## src/rtl/axi_mm_mem_arbiter.sv

```systemverilog
// rtl/axi_mm_mem_arbiter.sv - two-master round-robin arbiter in front of one write/read memory port
//
// Purpose: shares a single memory instance (one write port, one read port with a
// 1-cycle registered read) between two masters. Write and read channels are
// arbitrated independently with their own round-robin pointers. All memory-side
// outputs are registered. Read data is routed back to the requester that issued
// the read, with a fixed 3-cycle grant-to-rvalid latency.
//
// Ports:
//   clk, rst_n                     clock, synchronous active-low reset
//   mN_wreq / mN_wgnt              write request in, combinational write grant out
//   mN_waddr, mN_wdata, mN_wstrb   write word address, data, byte enables
//   mN_rreq / mN_rgnt              read request in, combinational read grant out
//   mN_raddr                       read word address
//   mN_rvalid, mN_rdata            one-cycle read response pulse, held read data
//   mem_wen, mem_waddr, mem_wdata, mem_wstrb   registered memory write port
//   mem_ren, mem_raddr             registered memory read port
//   mem_rdata                      memory read data, valid the cycle after mem_ren

module axi_mm_mem_arbiter #(
  parameter int DATA_WIDTH = 32,
  parameter int ADDR_BITS  = 10
) (
  input  logic                    clk,
  input  logic                    rst_n,

  input  logic                    m0_wreq,
  output logic                    m0_wgnt,
  input  logic [ADDR_BITS-1:0]    m0_waddr,
  input  logic [DATA_WIDTH-1:0]   m0_wdata,
  input  logic [DATA_WIDTH/8-1:0] m0_wstrb,
  input  logic                    m0_rreq,
  output logic                    m0_rgnt,
  input  logic [ADDR_BITS-1:0]    m0_raddr,
  output logic                    m0_rvalid,
  output logic [DATA_WIDTH-1:0]   m0_rdata,

  input  logic                    m1_wreq,
  output logic                    m1_wgnt,
  input  logic [ADDR_BITS-1:0]    m1_waddr,
  input  logic [DATA_WIDTH-1:0]   m1_wdata,
  input  logic [DATA_WIDTH/8-1:0] m1_wstrb,
  input  logic                    m1_rreq,
  output logic                    m1_rgnt,
  input  logic [ADDR_BITS-1:0]    m1_raddr,
  output logic                    m1_rvalid,
  output logic [DATA_WIDTH-1:0]   m1_rdata,

  output logic                    mem_wen,
  output logic [DATA_WIDTH/8-1:0] mem_wstrb,
  output logic [DATA_WIDTH-1:0]   mem_wdata,
  output logic [ADDR_BITS-1:0]    mem_waddr,
  output logic                    mem_ren,
  output logic [ADDR_BITS-1:0]    mem_raddr,
  input  logic [DATA_WIDTH-1:0]   mem_rdata
);

  localparam int STRB_W = DATA_WIDTH / 8;

  // Round-robin pointers: id of the requester granted last on each channel.
  logic r_last_w;
  logic r_last_r;

  logic w_wgnt0;
  logic w_wgnt1;
  logic w_rgnt0;
  logic w_rgnt1;

  // Write side registers
  logic                  r_mem_wen;
  logic [STRB_W-1:0]     r_mem_wstrb;
  logic [DATA_WIDTH-1:0] r_mem_wdata;
  logic [ADDR_BITS-1:0]  r_mem_waddr;

  // Read side: stage 1 sits alongside mem_ren, stage 2 alongside mem_rdata.
  logic                  r_mem_ren;
  logic [ADDR_BITS-1:0]  r_mem_raddr;
  logic                  r_tag_s1;
  logic                  r_vld_s2;
  logic                  r_tag_s2;
  logic                  r_m0_rvalid;
  logic                  r_m1_rvalid;
  logic [DATA_WIDTH-1:0] r_m0_rdata;
  logic [DATA_WIDTH-1:0] r_m1_rdata;

  // On contention the requester that did not win last time gets the grant;
  // r_last_* = 1 means requester 0 is favoured next.
  always_comb begin
    w_wgnt0 = rst_n & m0_wreq & (~m1_wreq | r_last_w);
    w_wgnt1 = rst_n & m1_wreq & (~m0_wreq | ~r_last_w);
    w_rgnt0 = rst_n & m0_rreq & (~m1_rreq | r_last_r);
    w_rgnt1 = rst_n & m1_rreq & (~m0_rreq | ~r_last_r);
  end

  assign m0_wgnt = w_wgnt0;
  assign m1_wgnt = w_wgnt1;
  assign m0_rgnt = w_rgnt0;
  assign m1_rgnt = w_rgnt1;

  // Write channel: register the winner's fields; address/data hold when idle.
  always_ff @(posedge clk) begin
    if (!rst_n) begin
      r_last_w    <= 1'b1;
      r_mem_wen   <= 1'b0;
      r_mem_wstrb <= '0;
      r_mem_wdata <= '0;
      r_mem_waddr <= '0;
    end else begin
      r_mem_wen <= w_wgnt0 | w_wgnt1;
      if (w_wgnt0) begin
        r_last_w    <= 1'b0;
        r_mem_wstrb <= m0_wstrb;
        r_mem_wdata <= m0_wdata;
        r_mem_waddr <= m0_waddr;
      end else if (w_wgnt1) begin
        r_last_w    <= 1'b1;
        r_mem_wstrb <= m1_wstrb;
        r_mem_wdata <= m1_wdata;
        r_mem_waddr <= m1_waddr;
      end
    end
  end

  // Read channel, stage 1: memory request plus the winner's id as a tag.
  always_ff @(posedge clk) begin
    if (!rst_n) begin
      r_last_r    <= 1'b1;
      r_mem_ren   <= 1'b0;
      r_mem_raddr <= '0;
      r_tag_s1    <= 1'b0;
    end else begin
      r_mem_ren <= w_rgnt0 | w_rgnt1;
      if (w_rgnt0) begin
        r_last_r    <= 1'b0;
        r_mem_raddr <= m0_raddr;
        r_tag_s1    <= 1'b0;
      end else if (w_rgnt1) begin
        r_last_r    <= 1'b1;
        r_mem_raddr <= m1_raddr;
        r_tag_s1    <= 1'b1;
      end
    end
  end

  // Read channel, stage 2 and response: the tag follows the memory's own read
  // register, then mem_rdata is steered into the tagged requester's register.
  always_ff @(posedge clk) begin
    if (!rst_n) begin
      r_vld_s2    <= 1'b0;
      r_tag_s2    <= 1'b0;
      r_m0_rvalid <= 1'b0;
      r_m1_rvalid <= 1'b0;
      r_m0_rdata  <= '0;
      r_m1_rdata  <= '0;
    end else begin
      r_vld_s2    <= r_mem_ren;
      r_tag_s2    <= r_tag_s1;
      r_m0_rvalid <= r_vld_s2 & ~r_tag_s2;
      r_m1_rvalid <= r_vld_s2 & r_tag_s2;
      if (r_vld_s2 && !r_tag_s2) begin
        r_m0_rdata <= mem_rdata;
      end
      if (r_vld_s2 && r_tag_s2) begin
        r_m1_rdata <= mem_rdata;
      end
    end
  end

  assign mem_wen   = r_mem_wen;
  assign mem_wstrb = r_mem_wstrb;
  assign mem_wdata = r_mem_wdata;
  assign mem_waddr = r_mem_waddr;
  assign mem_ren   = r_mem_ren;
  assign mem_raddr = r_mem_raddr;
  assign m0_rvalid = r_m0_rvalid;
  assign m1_rvalid = r_m1_rvalid;
  assign m0_rdata  = r_m0_rdata;
  assign m1_rdata  = r_m1_rdata;

endmodule

```

## config.mk

```make
export PLATFORM = sky130hd
export DESIGN_NAME = axi_mm_mem_arbiter
export DESIGN_NICKNAME = d
export VERILOG_FILES = /design/src/rtl/axi_mm_mem_arbiter.sv
export SDC_FILE = /design/constraint.sdc
export NUM_CORES = 1
export LEC_CHECK = 0
export ABC_AREA = 0
export CORE_MARGIN = 5
export CORE_UTILIZATION = 40
export CTS_CLUSTER_DIAMETER = 80
export DETAILED_ROUTE_END_ITERATION = 10
export HOLD_SLACK_MARGIN = 0.15
export PLACE_DENSITY = 0.81
export SLEW_MARGIN = 30
export SYNTH_ARGS = -nofsm -noshare
export SYNTH_HDL_FRONTEND = slang
export SYNTH_SLANG_ARGS = --single-unit
```

## constraint.sdc

```tcl
create_clock -name clk -period 1.45 [get_ports clk]
set_input_delay 0.29 -clock clk [delete_from_list [all_inputs] [get_ports clk]]
set_output_delay 0.29 -clock clk [all_outputs]
set_load 0.02 [all_outputs]
```

==> flow_metrics.env <==
export IMPL_r2r_slack_ns=0.04
export IMPL_track_usage_pct=22.74
export IMPL_final_setup_tns_ns=0
export IMPL_synth_most_common_cell="nand2_1"
export IMPL_start_util_pct=40.83
export IMPL_arrival_ns=1.15
export IMPL_cp_max_fo=2
export IMPL_clock_path_buffers=2
export IMPL_yosys_top_cells_count="244 x nand2_1, 129 x dfxtp_1, 64 x a21boi_0"
export IMPL_fmax_mhz=695.1
export IMPL_final_max_slew_viol_count=0
export IMPL_yosysTopAreaCell="dfxtp_1"
export IMPL_p_per_area_mw_per_mm2=1077
export IMPL_num_rows=42
export IMPL_cpMaxStageDelayCell="dfxtp_2"
export IMPL_drc=0
export IMPL_grt_max_degree=71
export IMPL_outcome="completed"
export IMPL_dp_cells=1063
export IMPL_worstSetupStartpoint="r_last_w$_SDFFE_PN1P_"
export IMPL_worst_path_buf_inv=1
export IMPL_hold_class="in -> reg"
export IMPL_dr_total_vias=5598
export IMPL_postLayoutCoreUtil_pct=68.27
export IMPL_syn_to_final_growth_pct=67.23
export IMPL_synth_top_area_share_pct=47.77
export IMPL_syn_area_mm2=0.005406
export IMPL_grt_pass1_vias=5571
export IMPL_syn_avg_cell_area_um2=8.554
export IMPL_max_stage_delay_ns=0.32
export IMPL_path_delay_family="flip-flops"
export IMPL_drt_iter0_markers=262
export IMPL_rsz0062_at_grt="yes"
export IMPL_port_buffer_count=277
export IMPL_cts_buffers=17
export IMPL_ys_seq_area_share_pct=47.77
export IMPL_path_clk_slew_ns=0.06
export IMPL_diodes=0
export IMPL_clkLatencyLatePin_ns=0.41
export IMPL_overflow=0
export IMPL_syn_num_nets=782
export IMPL_drive_gt1_share_pct=13.12
export IMPL_period_share_pct=99.22
export IMPL_firstDrtPassIters=4
export IMPL_wl_per_cell_um=16.99
export IMPL_critPathCaptureType="output pin"
export IMPL_finalWirelength_um=18660
export IMPL_cp_required_ns=1.16
export IMPL_syn_inst=632
export IMPL_cts_tree="done"
export IMPL_min_period_ns=1.439
export IMPL_ant_nets=0
export IMPL_root_buffer="clkbuf_16"
export IMPL_yosysUniqueCellTypes=24
export IMPL_antenna_found_initial=0
export IMPL_ys_dominant_reg_cell="dfxtp_1"
export IMPL_dieWidth_um=126.3
export IMPL_synthTopCellsByArea="dfxtp_1 48%, nand2_1 17%, a21boi_0 8.9%"
export IMPL_async_flop_share_pct=0
export IMPL_start_kind="flop"
export IMPL_fillCellCount=1129
export IMPL_ys_seq_elements=129
export IMPL_place_detailed_hpwl_um=13650
export IMPL_grt_pass1_wl_um=29080
export IMPL_clkSinkCount=129
export IMPL_drv_cap=0
export IMPL_multiInputGateArea_mm2=0.002591
export IMPL_vias_per_cell=5.098
export IMPL_synth_edff_count=0
export IMPL_setup_viol=0
export IMPL_layout_area_seq_mm2=0.002585
export IMPL_layoutNonFillerInstCount=1098
export IMPL_path_cells="nand2b_4 > and2_4 > buf_6"
export IMPL_cts_htree_levels=4
export IMPL_ys_warn_count=0
export IMPL_layout_nets=1059
export IMPL_slew_headroom_pct=60.34
export IMPL_die_area_mm2=0.01594
export IMPL_hold_violations=0
export IMPL_coreArea_mm2=0.01324
export IMPL_vdd_ir_drop_max_v=0.0006673
export IMPL_p_leak_nw=3.780
export IMPL_r2r_start="r_last_w$_SDFFE_PN1P_"
export IMPL_worst_pin_slew_ns=0.5949
export IMPL_io_pin_count=278
export IMPL_place_gp_congestion=0.8896
export IMPL_crit_type="reg -> out"
export IMPL_fin_skew_ns=0.005731
export IMPL_die_y_um=126.3
export IMPL_worstHoldStart="rst_n"
[layout make-up]
cell class	count	share of cell area (%)
repair buffers	316	33.91
multi-input cells	445	28.66
flip-flops and latches	129	28.59
clock buffers	19	4.899
well taps	176	2.436
clock inverters	13	1.508
[stage by stage]
| stage | total power, W | setup WS [ns] | hold slack (ns) | instance area (um^2) |
|---|---|---|---|---|
| 6_report | 0.009741 | 0.01131 | 0.2332 | 9041 |
| 5_1_grt | 0.01010 | -0.03493 | 0.2358 | 9041 |
| 4_1_cts | 0.009817 | -0.04392 | 0.2064 | 9022 |
| 3_5_place_dp | 0.005776 | -0.5345 | 0.4489 | 8556 |
| 3_3_place_gp | 0.005749 | -0.5085 | 0.4422 | 8556 |
| 2_1_floorplan | 0.004695 | 0.1453 | 0.4229 | 5406 |
[worst reg2reg max path, stage by stage, from the launching register on]
cell	delay, ns
dfxtp_2	0.32
nand2b_4	0.13
and2_4	0.15
buf_4	0.19
buf_12	0.14
o311ai_0	0.35
[per-layer routing]
metal  wire, um  vias up  global-route usage, %
met2       8997      256                  37.03
met4        576        0                  10.41
li1           -     2723                      -
met1       7293     2576                  26.23
met5          0        -                      0
met3       1788       43                  9.187
[flip-flops by register name (all words and copies together), names as in the netlist, 4 cells and up]
signal	cells
m0_rdata	32
m1_rdata	32
mem_raddr	10
mem_waddr	10
mem_wdata	32
mem_wstrb	4
[path summary, 6_finish.rpt]
path,end,cells after the start
worst max-delay path,m0_wgnt,3
worst min-delay path,r_last_r$_SDFFE_PN1P_,3
worst max register to register,mem_wdata[11]$_SDFFE_PN0P_,5
worst min register to register,r_vld_s2$_SDFF_PN0_,1
[logic make-up after synthesis]
kind of cell | share of synthesized area [%]
DFF | 47.77
and+or+nand+nor | 24.79
buffers and inverters | 5.114
AOI/OAI and AO/OA | 22.33
[report_power, final]
part	switching [W]	internal, W	total [W]
registers	0.000106	0.00376	0.00387
clock network	0.00159	0.00257	0.00416
logic	0.000846	0.000866	0.00171
[layout by cell type, fill, tap and decap left out, drive strengths merged]
master / count
clkinvlp: 4
bufinv: 2
o21ai: 1
inv: 2
nor3b: 2
clkdlybuf4s50: 144
nor2b: 3
clkinv: 5
a21boi: 64
and2: 8
clkdlybuf4s15: 9
o311ai: 56
clkbuf: 22
buf: 44
nand2: 244
dlymetal6s2s: 1
nand3: 57
dlygate4sd2: 115
nor2: 2
dfxtp: 129
and3: 2
a21oi: 1
nand2b: 4
a2bb2oi: 1
[repair_timing]
action                     in CTS  in global routing
hold buffers                    0                  0
pin swaps                       1                  1
resized for setup             152                 24
setup buffers                   3                  0
setup endpoints to repair     129                 28
Note: power is estimated with default switching activity, not from simulation.
